`config.mk`:
```
export PLATFORM = sky130hd
export DESIGN_NAME = dtw_core_ctrl
export DESIGN_NICKNAME = d
export VERILOG_FILES = /design/src/rtl/dtw_pkg.sv /design/src/rtl/dtw_ref_prefetch.sv /design/src/rtl/dtw_core_ctrl.sv
export SDC_FILE = /design/constraint.sdc
export NUM_CORES = 1
export LEC_CHECK = 0
export CORE_MARGIN = 4
export CORE_UTILIZATION = 47
export CTS_CLUSTER_DIAMETER = 80
export DETAILED_ROUTE_END_ITERATION = 10
export GPL_TIMING_DRIVEN = 0
export PLACE_DENSITY = 0.84
export SLEW_MARGIN = 40
export SYNTH_ARGS = -nofsm -noshare
export SYNTH_HDL_FRONTEND = slang
export SYNTH_SLANG_ARGS = --single-unit
```
`constraint.sdc`:
```
create_clock -name clk -period 4.8 [get_ports clk]
set_input_delay 0.48 -clock clk [delete_from_list [all_inputs] [get_ports clk]]
set_output_delay 0.48 -clock clk [all_outputs]
set_load 0.05 [all_outputs]
```
`src/rtl/dtw_pkg.sv`:
```
// Shared constants and FSM encoding for the DTW core sequencer.
package dtw_pkg;

  localparam int unsigned WIDTH_DEF    = 16;
  localparam int unsigned SQG_SIZE_DEF = 250;
  localparam int unsigned REF_AW_DEF   = 20;
  localparam logic [WIDTH_DEF-1:0] PAD_DEF = {WIDTH_DEF{1'b1}};

  typedef enum logic [2:0] {
    S_IDLE,
    S_CLEAR,
    S_PRIME,
    S_STREAM,
    S_DRAIN,
    S_SETTLE,
    S_RESULT
  } state_e;

endpackage

```
`src/rtl/dtw_ref_prefetch.sv`:
```
// Two-entry reference RAM read skid buffer; supplies PAD once all words are issued and drained.
module dtw_ref_prefetch
  import dtw_pkg::*;
#(
  parameter int unsigned      WIDTH  = WIDTH_DEF,
  parameter int unsigned      REF_AW = REF_AW_DEF,
  parameter logic [WIDTH-1:0] PAD    = {WIDTH{1'b1}}
) (
  input  logic              clk,
  input  logic              rst,
  input  logic              i_load,
  input  logic [REF_AW-1:0] i_base,
  input  logic [31:0]       i_len,
  input  logic              i_en,
  input  logic              i_pop,
  input  logic [WIDTH-1:0]  i_rdata,
  output logic              o_rd_en,
  output logic [REF_AW-1:0] o_addr,
  output logic              o_avail,
  output logic [WIDTH-1:0]  o_word
);

  logic [REF_AW-1:0] r_base;
  logic [31:0]       r_len;
  logic [31:0]       r_issued;
  logic              r_inflight;
  logic [WIDTH-1:0]  r_buf [2];
  logic              r_wr_ptr;
  logic              r_rd_ptr;
  logic [1:0]        r_cnt;

  logic              w_more;
  logic              w_pad_mode;
  logic              w_pop;
  logic [2:0]        w_occ;

  assign w_more     = (r_issued < r_len);
  assign w_pad_mode = !w_more && !r_inflight && (r_cnt == 2'd0);
  assign w_pop      = i_pop && (r_cnt != 2'd0);
  // Occupancy after this cycle's pop, so a steady pop/issue stream never starves.
  assign w_occ      = 3'(r_cnt) + 3'(r_inflight) - 3'(w_pop);

  assign o_rd_en = i_en && w_more && (w_occ < 3'd2);
  assign o_addr  = r_base + REF_AW'(r_issued);
  assign o_avail = (r_cnt != 2'd0) || w_pad_mode;
  assign o_word  = (r_cnt != 2'd0) ? r_buf[r_rd_ptr] : PAD;

  always_ff @(posedge clk) begin
    if (rst) begin
      r_base     <= '0;
      r_len      <= '0;
      r_issued   <= '0;
      r_inflight <= 1'b0;
      r_wr_ptr   <= 1'b0;
      r_rd_ptr   <= 1'b0;
      r_cnt      <= 2'd0;
    end else if (i_load) begin
      r_base     <= i_base;
      r_len      <= i_len;
      r_issued   <= '0;
      r_inflight <= 1'b0;
      r_wr_ptr   <= 1'b0;
      r_rd_ptr   <= 1'b0;
      r_cnt      <= 2'd0;
    end else begin
      r_inflight <= o_rd_en;
      if (o_rd_en) r_issued <= r_issued + 32'd1;
      if (r_inflight) begin
        r_buf[r_wr_ptr] <= i_rdata;
        r_wr_ptr        <= ~r_wr_ptr;
      end
      if (w_pop) r_rd_ptr <= ~r_rd_ptr;
      r_cnt <= r_cnt + 2'(r_inflight) - 2'(w_pop);
    end
  end

endmodule

```
`src/rtl/dtw_core_ctrl.sv`:
```
// Run sequencer for one DTW datapath: clear, prime, stream samples/words, drain, settle, report.
// Optional DTW_CTRL_PERF_EN adds per-run cycle and stall counters on the result port.
module dtw_core_ctrl
  import dtw_pkg::*;
#(
  parameter int unsigned      WIDTH    = WIDTH_DEF,
  parameter int unsigned      SQG_SIZE = SQG_SIZE_DEF,
  parameter int unsigned      REF_AW   = REF_AW_DEF,
  parameter logic [WIDTH-1:0] PAD      = {WIDTH{1'b1}}
) (
  input  logic              clk,
  input  logic              rst,
  input  logic              i_start,
  input  logic [REF_AW-1:0] i_ref_base,
  input  logic [31:0]       i_ref_len,
  output logic              o_busy,
  input  logic              i_sqg_valid,
  input  logic [WIDTH-1:0]  i_sqg_data,
  output logic              o_sqg_ready,
  output logic              o_ref_rd_en,
  output logic [REF_AW-1:0] o_ref_addr,
  input  logic [WIDTH-1:0]  i_ref_rdata,
  output logic              o_dp_rst,
  output logic              o_dp_running,
  output logic [WIDTH-1:0]  o_dp_squiggle,
  output logic [WIDTH-1:0]  o_dp_rword,
  output logic [31:0]       o_dp_ref_len,
  input  logic [WIDTH-1:0]  i_dp_minval,
  input  logic [31:0]       i_dp_position,
  input  logic              i_dp_done,
  output logic              o_res_valid,
  input  logic              i_res_ready,
  output logic [WIDTH-1:0]  o_res_minval,
  output logic [31:0]       o_res_position,
  output logic              o_res_err
`ifdef DTW_CTRL_PERF_EN
  ,
  output logic [31:0]       o_res_cycles,
  output logic [31:0]       o_res_stalls
`endif
);

  localparam int unsigned SW = $clog2(SQG_SIZE + 1);

  state_e           r_state;
  state_e           w_state_nxt;
  logic [SW-1:0]    r_samples;
  logic [31:0]      r_len;
  logic [WIDTH-1:0] r_res_minval;
  logic [31:0]      r_res_position;
  logic             r_res_err;

  logic             w_accept;
  logic             w_running;
  logic             w_sqg_take;
  logic             w_pop;
  logic             w_pf_en;
  logic             w_pf_avail;
  logic [WIDTH-1:0] w_pf_word;

  assign w_accept = (r_state == S_IDLE) && i_start;

  dtw_ref_prefetch #(
    .WIDTH  (WIDTH),
    .REF_AW (REF_AW),
    .PAD    (PAD)
  ) u_prefetch (
    .clk     (clk),
    .rst     (rst),
    .i_load  (w_accept),
    .i_base  (i_ref_base),
    .i_len   (i_ref_len),
    .i_en    (w_pf_en),
    .i_pop   (w_pop),
    .i_rdata (i_ref_rdata),
    .o_rd_en (o_ref_rd_en),
    .o_addr  (o_ref_addr),
    .o_avail (w_pf_avail),
    .o_word  (w_pf_word)
  );

  always_ff @(posedge clk) begin
    if (rst) r_state <= S_IDLE;
    else     r_state <= w_state_nxt;
  end

  // Next state plus the per-cycle advance/consume strobes.
  always_comb begin
    w_state_nxt = r_state;
    w_running   = 1'b0;
    w_sqg_take  = 1'b0;
    w_pop       = 1'b0;
    w_pf_en     = 1'b0;
    case (r_state)
      S_IDLE: begin
        if (i_start) w_state_nxt = (i_ref_len == 32'd0) ? S_RESULT : S_CLEAR;
      end
      S_CLEAR: begin
        w_pf_en     = 1'b1;
        w_state_nxt = S_PRIME;
      end
      S_PRIME: begin
        w_pf_en     = 1'b1;
        w_running   = 1'b1;
        w_state_nxt = S_STREAM;
      end
      S_STREAM: begin
        w_pf_en    = 1'b1;
        w_running  = i_sqg_valid && w_pf_avail;
        w_sqg_take = w_running;
        w_pop      = w_running;
        if (w_running && (r_samples == SW'(SQG_SIZE - 1))) w_state_nxt = S_DRAIN;
      end
      S_DRAIN: begin
        w_pf_en   = 1'b1;
        w_running = w_pf_avail && !i_dp_done;
        w_pop     = w_running;
        if (i_dp_done) w_state_nxt = S_SETTLE;
      end
      S_SETTLE: begin
        w_pf_en     = 1'b1;
        w_running   = 1'b1;
        w_pop       = w_pf_avail;
        w_state_nxt = S_RESULT;
      end
      S_RESULT: begin
        if (i_res_ready) w_state_nxt = S_IDLE;
      end
      default: w_state_nxt = S_IDLE;
    endcase
  end

  always_ff @(posedge clk) begin
    if (rst) begin
      r_samples      <= '0;
      r_len          <= '0;
      r_res_minval   <= '0;
      r_res_position <= '0;
      r_res_err      <= 1'b0;
    end else begin
      if (w_accept) begin
        r_len     <= i_ref_len;
        r_samples <= '0;
        if (i_ref_len == 32'd0) begin
          r_res_err      <= 1'b1;
          r_res_minval   <= {WIDTH{1'b1}};
          r_res_position <= '0;
        end else begin
          r_res_err <= 1'b0;
        end
      end
      if (w_sqg_take) r_samples <= r_samples + SW'(1);
      // Minimum register lags the last row by one, so sample it on the SETTLE edge.
      if (r_state == S_SETTLE) begin
        r_res_minval   <= i_dp_minval;
        r_res_position <= i_dp_position;
      end
      if ((r_state == S_RESULT) && i_res_ready) r_res_err <= 1'b0;
    end
  end

`ifdef DTW_CTRL_PERF_EN
  logic [31:0] r_cycles;
  logic [31:0] r_stalls;

  always_ff @(posedge clk) begin
    if (rst) begin
      r_cycles <= '0;
      r_stalls <= '0;
    end else if (w_accept) begin
      r_cycles <= '0;
      r_stalls <= '0;
    end else begin
      if ((r_state != S_IDLE) && (r_state != S_RESULT)) r_cycles <= r_cycles + 32'd1;
      if ((r_state == S_STREAM) && !w_running)          r_stalls <= r_stalls + 32'd1;
    end
  end

  assign o_res_cycles = r_cycles;
  assign o_res_stalls = r_stalls;
`endif

  assign o_busy         = (r_state != S_IDLE);
  assign o_sqg_ready    = w_sqg_take;
  assign o_dp_rst       = rst || (r_state == S_CLEAR);
  assign o_dp_running   = w_running;
  assign o_dp_squiggle  = i_sqg_data;
  assign o_dp_rword     = w_pf_word;
  assign o_dp_ref_len   = r_len;
  assign o_res_valid    = (r_state == S_RESULT);
  assign o_res_minval   = r_res_minval;
  assign o_res_position = r_res_position;
  assign o_res_err      = r_res_err;

endmodule

```
==> impl_metrics.csv <==
group,metric,value,unit
finish,diodes,0,
synthesis,synth-compound-area-share,15.6,%
detailed_routing,route.vias.total,8741,
synthesis,synth_mux_area_share,3.10,%
placement,port_buffers,260,
setup_path,start_kind,"register",
power,p_per_area,320,mW/mm²
synthesis,synthCells,1047,
clock_tree,cts_resized,6,
synthesis,syn_area,0.00903,mm²
detailed_routing,drt_first_pass_iters,5,
die,fp.dieH,147,µm
sta,max_freq,224,MHz
clock_tree,numCtsBuffers,17,
sta,fin_crit,4460,ps
min_path,hold_class,"register to register",
setup_path,reg2reg_slack,830,ps
die,core_area,0.0188,mm²
finish,layout-drive-gt1-share,5.53,%
setup_path,endpoint_kind,"output port",
setup_path,cpPeakStageDelay,830,ps
synthesis,yosys.area_share.simple,21.2,%
synthesis,synthAdderAreaFrac,8.07,%
finish,seqCellArea,0.00397,mm²
setup_path,cp.required,4320,ps
die,io_pins,277,
detailed_routing,first_iter_violations,520,
global_route,grt_pass1_vias,8558,
clock_tree,ctsHtreeMaxLevel,4,
detailed_routing,post_drt_wl_per_cell,16.9,µm
finish,multi_input_area,0.00456,mm²
setup_path,worstSetupPathType,"register to output port",
clock_tree,cts_tree,"yes",
global_route,grt_usage,23.9,%
synthesis,synth_warnings,0,
global_route,grt_pass1_wl,42400,µm
global_route,antenna_found_initial,0,
detailed_routing,viasPerCell,5.56,
detailed_routing,drc,0,
die,die-area,0.0215,mm²
finish,syn_to_final_growth,38.9,%
synthesis,synth_edf_count,32,
setup_path,crit_chain,"ha_1 -> inv_1 -> fa_1 -> nor2b_1 -> o31a_1 -> o2111ai_1 -> a31oi_1 -> nor2_1 -> o21ai_0 -> o22ai_1 -> xnor2_1 -> clkdlybuf4s50_1",
clock_tree,hold_buffers,0,
sta,skew,7.22,ps
placement,place_congestion,0.888,
sta,hold_violations,0,
run_status,outcome,"complete, no violations",
clock_tree,cts_buffer_depth,2,
synthesis,synth_top_family_by_area,"simple AND/OR/NAND/NOR gates",
synthesis,ys_types,64,
global_route,gr-total-overflow,0,
die,initial_core_util,48.1,%
synthesis,synth-seq-cells,182,
finish,finalNetCount,1521,
sta,slew-limit-headroom,47.3,%
finish,fillers,1505,
die,num_rows,50,
placement,post-dp-hpwl,20400,µm
setup_path,crit_path_max_fanout,6,
synthesis,yosysSeqAreaShare,43.9,%
setup_path,crit_buf_inv,2,
setup_path,crit_arrival,3980,ps
synthesis,synthesis.nets,1242,
synthesis,yosys_most_used_dff,"dfxtp_1",
synthesis,async_flop_share,0,%
power,ir_drop,0.276,mV
finish,final_util,66.8,%
flow_run,maxCapViolations,0,
synthesis,synth_xor_area_share,2.23,%
clock_tree,postCtsSetupRepairBufs,0,
sta,fin_crit_sh,93.0,%
detailed_routing,drt-total-wl,26600,µm
die,dieWidth,147,µm
global_route,grt_max_degree,20,
clock_tree,clk_pin_slew,70,ps
synthesis,syn_area_per_cell,8.62,µm²
sta,drv_slew,0,
sta,rsz0062_at_grt,"no",
power,power.leakage,4.69,nW
clock_tree,clkLatencyLatePin,430,ps
setup_path,critPathTopFamily,"compound AO/OA/AOI/OAI gates",
clock_tree,cts_root_buf,"clkbuf_16",
sta,tightest_slew,791,ps
setup_path,slowest_stage,"clkdlybuf4s50_1",
sta,finalSetupTns,0,ps
detailed_routing,postRouteAntennaNets,0,
clock_tree,cts.sinks,182,
sta,finalSetupViolCount,0,
-- synthesized netlist by cell type, types with 5 or more instances --
cell      instances  area share (%)
nand2_1         161             6.7
dfxtp_1         150              33
nor2_1           95             4.0
a21oi_1          94             5.2
inv_1            56             2.3
ha_1             55             7.6
clkbuf_1         48             2.0
a22oi_1          32             2.7
edfxtp_1         32              11
o21ai_0          30             1.7
nor3_1           29             1.6
mux2i_1          28             3.1
or3_1            28             1.9
nand4_1          21             1.5
nor4_1           20             1.4
xnor2_1          17             1.6
a21o_1           16             1.3
buf_4            16             1.3
nand3_1          14            0.78
and2_1            6            0.42
and3_1            6            0.42
nand2b_1          6            0.42
nor2b_1           6            0.42
or2_2             6            0.42
xor2_1            6            0.58
o22ai_1           5            0.35
-- cells by family after synthesis --
kind of cell / after synthesis
buf+inv: 125
mux: 28
compound gates: 220
flops: 182
fa+ha+maj: 57
xor+xnor: 23
simple gates: 412
-- cell type report --
type / count / share of cell area [%]
inverters: 57 / 1.73
plain buffers: 66 / 2.48
multi-input cells: 740 / 36.4
repair buffers: 262 / 20.9
clock inverters: 15 / 1.20
clock buffers: 17 / 3.39
flip-flops and latches: 182 / 31.6
well taps: 234 / 2.34
-- cell usage in the layout (no fill, tap or decap), types with 30 or more instances in the layout --
cell type and instances:
clkdlybuf4s50_1 259, nand2_1 161, dfxtp_1 149, nor2_1 95, a21oi_1 94, inv_1 56
ha_1 55, clkbuf_1 46, a22oi_1 32, edfxtp_1 32, o21ai_0 30
-- registers in the layout (all words and copies together), names as in the netlist, 2 cells and up, named ones only --
signal / count
o_res_position: 32
u_prefetch.r_buf: 32
u_prefetch.r_issued: 32
u_prefetch.r_len: 32
u_prefetch.r_base: 20
o_res_minval: 16
r_samples: 8
r_state: 3
u_prefetch.r_cnt: 2
-- power by group --
group,internal [mW],switching (mW),total [mW]
combinational,0.357,0.619,0.976
sequential,1.61,0.0500,1.66
clock,0.699,0.672,1.37
total,2.67,1.34,4.01
-- stage by stage --
stage	hold WS, ps	power, mW	cell area, µm²	setup WS, ps	cells
3_5_place_dp	452	2.66	11900	-478	1543
2_1_floorplan	440	2.28	9030	661	1047
6_report	459	4.01	12500	338	1573
3_3_place_gp	446	2.64	11900	-507	1541
5_1_grt	485	4.16	12500	94.6	1573
4_1_cts	462	4.03	12500	148	1574
-- routing by layer --
metal	GRT usage [%]	vias up	part of all wire, %
li1	-	4249	-
met1	29.4	4138	42
met2	41.8	308	50
met3	4.31	46	5.6
met4	8.94	0	2.7
met5	0	-	0
-- path summary, 6_finish.rpt --
kind,cells past startpoint,to,startpoint
worst max-delay path,12,o_ref_addr[18],u_prefetch.r_issued[0]
worst min-delay path,2,u_prefetch.r_base[9],u_prefetch.r_base[9]
worst max register to register,13,u_prefetch.r_issued[10],r_state[2]
worst min register to register,2,u_prefetch.r_base[9],u_prefetch.r_base[9]
-- worst min-delay path: cells and delay by family (launching register included) --
family             cells  cell delay, ps
AOI/OAI and AO/OA      1              50
DFF                    1             310
and+or+nand+nor        1              50
Power figures use the tool's default switching activity.
